===== src/rtl/pong_pkg.sv =====
// Shared constants and types for the pong-toss scorer front end.
package pong_pkg;

    // Default timing, shared with the score counter.
    localparam int unsigned CLK_HZ      = 100_000_000;
    localparam int unsigned DEBOUNCE_MS = 20;
    localparam int unsigned LOCKOUT_MS  = 500;
    localparam int unsigned STUCK_MS    = 3000;

    // Milliseconds to clock cycles at CLK_HZ.
    function automatic int unsigned ms_to_cyc(input int unsigned ms);
        return (CLK_HZ / 1000) * ms;
    endfunction

    localparam int unsigned DEFAULT_DEBOUNCE_CYC = ms_to_cyc(DEBOUNCE_MS);
    localparam int unsigned DEFAULT_LOCKOUT_CYC  = ms_to_cyc(LOCKOUT_MS);
    localparam int unsigned DEFAULT_STUCK_CYC    = ms_to_cyc(STUCK_MS);

    // Hit detector FSM states.
    typedef enum logic [1:0] {
        StArmed   = 2'd0,
        StBlocked = 2'd1,
        StLockout = 2'd2,
        StFault   = 2'd3
    } hit_state_t;

endpackage


===== src/rtl/ir_sync_debounce.sv =====
// Two-flop synchroniser plus counting debounce filter for the IR beam input.
// Outputs the filtered level and single-cycle strobes coinciding with its edges.
module ir_sync_debounce #(
    parameter int unsigned DEBOUNCE_CYC = pong_pkg::DEFAULT_DEBOUNCE_CYC
) (
    input  logic clk,
    input  logic reset_n,
    input  logic din,
    output logic level,
    output logic rise,
    output logic fall
);

    localparam int unsigned CW = $clog2(DEBOUNCE_CYC + 1);
    localparam logic [CW-1:0] DCNT_LAST = CW'(DEBOUNCE_CYC - 1);

    logic          s1_q;
    logic          s2_q;
    logic          db_q;
    logic          rise_q;
    logic          fall_q;
    logic [CW-1:0] dcnt_q;

    // Bring the asynchronous sensor into the clock domain.
    always_ff @(posedge clk or negedge reset_n) begin
        if (!reset_n) begin
            s1_q <= 1'b0;
            s2_q <= 1'b0;
        end else begin
            s1_q <= din;
            s2_q <= s1_q;
        end
    end

    // Change the filtered level only after DEBOUNCE_CYC consecutive disagreeing cycles.
    always_ff @(posedge clk or negedge reset_n) begin
        if (!reset_n) begin
            db_q   <= 1'b0;
            dcnt_q <= '0;
            rise_q <= 1'b0;
            fall_q <= 1'b0;
        end else begin
            rise_q <= 1'b0;
            fall_q <= 1'b0;
            if (s2_q == db_q) begin
                dcnt_q <= '0;
            end else if (dcnt_q == DCNT_LAST) begin
                db_q   <= s2_q;
                dcnt_q <= '0;
                rise_q <= s2_q;
                fall_q <= ~s2_q;
            end else begin
                dcnt_q <= dcnt_q + CW'(1);
            end
        end
    end

    assign level = db_q;
    assign rise  = rise_q;
    assign fall  = fall_q;

endmodule


===== src/rtl/ir_hit_detector.sv =====
// Turns a raw IR break-beam into one hit_pulse per real ball pass, with bounce
// lockout and stuck-beam fault detection.
module ir_hit_detector #(
    parameter int unsigned DEBOUNCE_CYC = pong_pkg::DEFAULT_DEBOUNCE_CYC,
    parameter int unsigned LOCKOUT_CYC  = pong_pkg::DEFAULT_LOCKOUT_CYC,
    parameter int unsigned STUCK_CYC    = pong_pkg::DEFAULT_STUCK_CYC
) (
    input  logic clk_100MHz,
    input  logic reset_n,
    input  logic ir_sensor,
    input  logic enable,
    output logic hit_pulse,
    output logic beam_blocked,
    output logic lockout_active,
    output logic fault
);

    import pong_pkg::*;

    localparam int unsigned LW = $clog2(LOCKOUT_CYC + 1);
    localparam int unsigned SW = $clog2(STUCK_CYC + 1);

    localparam logic [LW-1:0] LCNT_LOAD = LW'(LOCKOUT_CYC);
    localparam logic [SW-1:0] SCNT_MAX  = SW'(STUCK_CYC);
    localparam logic [SW-1:0] SCNT_LAST = SW'(STUCK_CYC - 1);

    logic          db;
    logic          db_rise;
    logic          db_fall;
    hit_state_t    state_q;
    logic [LW-1:0] lcnt_q;
    logic [SW-1:0] scnt_q;
    logic          hit_pulse_q;
    logic          fault_q;

    ir_sync_debounce #(
        .DEBOUNCE_CYC(DEBOUNCE_CYC)
    ) u_sync_debounce (
        .clk    (clk_100MHz),
        .reset_n(reset_n),
        .din    (ir_sensor),
        .level  (db),
        .rise   (db_rise),
        .fall   (db_fall)
    );

    // Count continuous blocked time; saturates so it can never wrap.
    always_ff @(posedge clk_100MHz or negedge reset_n) begin
        if (!reset_n) begin
            scnt_q <= '0;
        end else if (!db) begin
            scnt_q <= '0;
        end else if (scnt_q != SCNT_MAX) begin
            scnt_q <= scnt_q + SW'(1);
        end
    end

    // Hit FSM with lockout timer and registered pulse/fault outputs.
    always_ff @(posedge clk_100MHz or negedge reset_n) begin
        if (!reset_n) begin
            state_q     <= StArmed;
            lcnt_q      <= '0;
            hit_pulse_q <= 1'b0;
            fault_q     <= 1'b0;
        end else begin
            hit_pulse_q <= 1'b0;
            if (lcnt_q != '0) begin
                lcnt_q <= lcnt_q - LW'(1);
            end
            unique case (state_q)
                StArmed: begin
                    if (db_rise) begin
                        state_q <= StBlocked;
                        // enable only gates scoring; the break is still tracked.
                        if (enable) begin
                            hit_pulse_q <= 1'b1;
                            lcnt_q      <= LCNT_LOAD;
                        end
                    end
                end
                StBlocked: begin
                    if (scnt_q == SCNT_LAST) begin
                        state_q <= StFault;
                        fault_q <= 1'b1;
                    end else if (db_fall) begin
                        state_q <= (lcnt_q != '0) ? StLockout : StArmed;
                    end
                end
                StLockout: begin
                    // A re-break wins over simultaneous expiry and is never scored.
                    if (db_rise) begin
                        state_q <= StBlocked;
                    end else if ((lcnt_q == '0) && !db) begin
                        state_q <= StArmed;
                    end
                end
                StFault: begin
                    if (db_fall) begin
                        state_q <= StArmed;
                        lcnt_q  <= '0;
                        fault_q <= 1'b0;
                    end
                end
                default: begin
                    state_q <= StArmed;
                    fault_q <= 1'b0;
                end
            endcase
        end
    end

    assign hit_pulse      = hit_pulse_q;
    assign beam_blocked   = db;
    assign lockout_active = (lcnt_q != '0);
    assign fault          = fault_q;

endmodule

===== config.mk =====
export PLATFORM = sky130hd
export DESIGN_NAME = ir_hit_detector
export DESIGN_NICKNAME = d
export VERILOG_FILES = /design/src/rtl/pong_pkg.sv /design/src/rtl/ir_sync_debounce.sv /design/src/rtl/ir_hit_detector.sv
export SDC_FILE = /design/constraint.sdc
export NUM_CORES = 1
export LEC_CHECK = 0
export CORE_MARGIN = 3
export CORE_UTILIZATION = 55
export DETAILED_ROUTE_END_ITERATION = 6
export PLACE_DENSITY = 0.72
export SLEW_MARGIN = 20
export SYNTH_ARGS = -nofsm -noshare
export SYNTH_HDL_FRONTEND = slang
export SYNTH_SLANG_ARGS = --single-unit

===== constraint.sdc =====
create_clock -name clk_100MHz -period 5.7 [get_ports clk_100MHz]
set_input_delay 0.855 -clock clk_100MHz [delete_from_list [all_inputs] [get_ports clk_100MHz]]
set_output_delay 0.855 -clock clk_100MHz [all_outputs]
set_load 0.02 [all_outputs]

==> reports/results.txt <==
Gr ovfl total - 0
Crit path arrival time - 2.72 ns
Combinational Power Share - 1.7%
Max IR drop VDD - 0.000145 V
Post-DR vias/cell - 5.73
Layout area overhead - 9.33%
Outcome - finished, final reports clean
Crit Path Class - flip-flop to primary output
CTS Buf Count - 9
Final Max Tran Viols - 0
Register area - 2130 sq um
Post-DP Area - 4590 sq um
Die X - 95.6 um
Final setup fails - 0
EDFF count, synth - 0
Startpoint types - flip-flop
WL final - 8.26 mm
Die area - 9130 sq um
Worst endpoint required time - 4.85 ns
Max stage delay on crit path - 0.57 ns
Pwr dens - 229 nW/um^2
DR pass1 iterations - 4
Synth Cell Area - 4410 sq um
Warnings from Yosys - 0
Crit path cell chain - or4_1, or3_1, nor4_1, nand2_1, clkdlybuf4s50_1
Initial antenna violation count - 0
Design Area, Final - 4820 sq um
Sequential-to-total area share from yosys stat - 48.2%
Fmax - 0.280 GHz
Psw - 0.226 mW
Clock-pin slew on the worst setup and hold paths - 0.09 ns
Sw Share - 20.5%
Number of DRC markers in iteration 0 - 132
CP Max Fanout - 5
First-pass GRT wire length - 14.4 mm
Clk buf depth - 2
Share of cells above drive strength 1 - 6.05%
Placer congestion estimate - 0.851
Commonest cells after routing, fill and taps aside - 85 x dfrtp_1, 50 x nor2_1, 35 x xor2_1
Chip height - 95.6 um
# IOs - 8
Clock power frac - 43.3%
Post-synth top flop - dfrtp_1
Worst hold-check path type - flip-flop to flip-flop
Fin crit period - 3.57 ns
CTS resizes - 0
Num Clock Sinks - 85
Leakage - 1.92 nW
DP HPWL - 5.58 mm
Fin crit share - 62.7%
CP max stage cell - or4_1
TritonCTS clock tree - built
Rel. slew slack - 43.9%
Post-synth ARST share - 100%
Tot GR Track Use - 19.9%
Number of post-CTS setup repair buffers - 0
Hold-fix buffers at CTS - 0
Final Hold Fails - 0
Pin count of the biggest net entering global routing - 86
Clk_skew - 0.0116 ns
Via count - 3237
Sum Neg Setup Slack - 0 ns
RSZ-0062 raised after global routing - no
Max Cap Violations - 0
# rows - 32
Core Region - 7770 sq um
Net count, final - 471
DR WL/cell - 14.6 um
Vias in the first global route - 3239
ANT nets after route - 0
Port Buffers - 7
Root buffer cell - clkbuf_8
Share of power burned in registers - 55.0%
Total of fill cells in the finished design - 670
Actual slew at the worst max-slew pin - 0.833 ns
Number of distinct library cells after synthesis - 46
Post-Syn Instances - 446
Drt drc - 0
H-tree levels - 3
Syn nets - 459
Clk_lat worst skew - 0.35 ns
Initial Util - 56.8%
Critical Path End Type - primary output
Internal - 0.880 mW
Number of synthesized register bits - 85
Antenna Cells - 0
WHS - 0.350 ns
Area of the multi-input gates - 2200 sq um
Most common cell after layout, fill and taps aside - dfrtp_1
Avg Cell Area, Syn - 9.89 sq um
synthesized netlist by cell type, types with 4 or more instances:
| master | n | area [sq um] |
|---|---|---|
| dfrtp_1 | 85 | 2130 |
| nor2_1 | 50 | 188 |
| xor2_1 | 35 | 307 |
| nand2_1 | 28 | 105 |
| nand3_1 | 28 | 140 |
| xnor2_1 | 26 | 228 |
| and2_1 | 24 | 150 |
| a21oi_1 | 17 | 85.1 |
| nor3_1 | 17 | 85.1 |
| inv_1 | 13 | 48.8 |
| nand4_1 | 13 | 81.3 |
| or3_1 | 10 | 62.6 |
| ha_1 | 9 | 113 |
| nor2b_1 | 8 | 50.1 |
| clkbuf_1 | 7 | 26.3 |
| nor4_1 | 7 | 43.8 |
| o21ai_0 | 7 | 35.0 |
| and3_1 | 6 | 37.5 |
| or4_1 | 6 | 45.0 |
| nor3b_1 | 5 | 37.5 |
| a21boi_0 | 4 | 30.0 |
| nor4b_1 | 4 | 35.0 |
power groups by stage:
stage	registers [mW]	clock network [mW]	logic, mW
after floorplan	0.619	0	0.00450
after global placement	0.620	0	0.0195
after detailed placement	0.620	0	0.0199
after CTS	0.608	0.490	0.0200
after global routing	0.608	0.515	0.0226
final	0.608	0.479	0.0190
stage by stage:
stage / power (mW) / std cells / worst slack [ns] / utilization (%)
after floorplan: 0.624 / 446 / 3.09 / -
after global placement: 0.639 / 549 / 2.53 / 59.1
after detailed placement: 0.640 / 549 / 2.52 / 59.1
after CTS: 1.12 / 565 / 2.12 / 62.1
after global routing: 1.15 / 565 / 2.05 / 62.1
final: 1.11 / 565 / 2.13 / 62.1
flip-flops by register name, summed over array words and instances (netlist names):
signal and flops:
scnt_q 29, lcnt_q 26, u_sync_debounce.dcnt_q 21, state_q 2, fault 1, hit_pulse 1, u_sync_debounce.fall 1, u_sync_debounce.level 1
u_sync_debounce.rise 1, u_sync_debounce.s1_q 1, u_sync_debounce.s2_q 1
worst paths after layout:
check | to | slack (ns) | from | cells after the start
max in group asynchronous | u_sync_debounce.dcnt_q[1] | 4.63 | reset_n | 1
max reg2reg | lcnt_q[17] | 3.02 | lcnt_q[12] | 6
max | lockout_active | 2.13 | lcnt_q[12] | 5
min in group asynchronous | scnt_q[24] | 0.55 | reset_n | 1
min | u_sync_debounce.s2_q | 0.35 | u_sync_debounce.s1_q | 0
min reg2reg | u_sync_debounce.s2_q | 0.35 | u_sync_debounce.s1_q | 0
cells by family (layout without fill, tap and decap cells):
kind of cell | after synthesis | in the layout | share of synthesized area, %
DFF | 85 | 85 | 48.2
adders and majority gates | 9 | 9 | 2.55
xor gates and xnor gates | 61 | 61 | 12.1
and+or+nand+nor | 226 | 226 | 28.7
buffers and inverters | 22 | 39 | 1.93
muxes | 4 | 4 | 0.936
AOI/OAI and AO/OA | 39 | 39 | 5.53
critical path, delay by kind of cell (launching register included):
family / cells / cell delay [ns]
flops: 1 / 0.43
simple gates: 4 / 1.39
buf+inv: 1 / 0.55
cell type report:
type | instances | area share (%)
multi-input cells | 339 | 45.6
clock buffers | 13 | 3.29
flip-flops and latches | 85 | 44.1
clock inverters | 3 | 1.40
well taps | 102 | 2.65
repair buffers | 10 | 1.95
inverters | 13 | 1.01
per-layer routing:
layer / GRT usage [%] / vias up / routed length, um
met5: 0 / - / 0
met4: 7.82 / 0 / 133
met3: 3.63 / 10 / 236
met2: 32.9 / 34 / 3910
met1: 26.0 / 1620 / 3980
li1: - / 1573 / -
(Power assumes the default switching activity.)
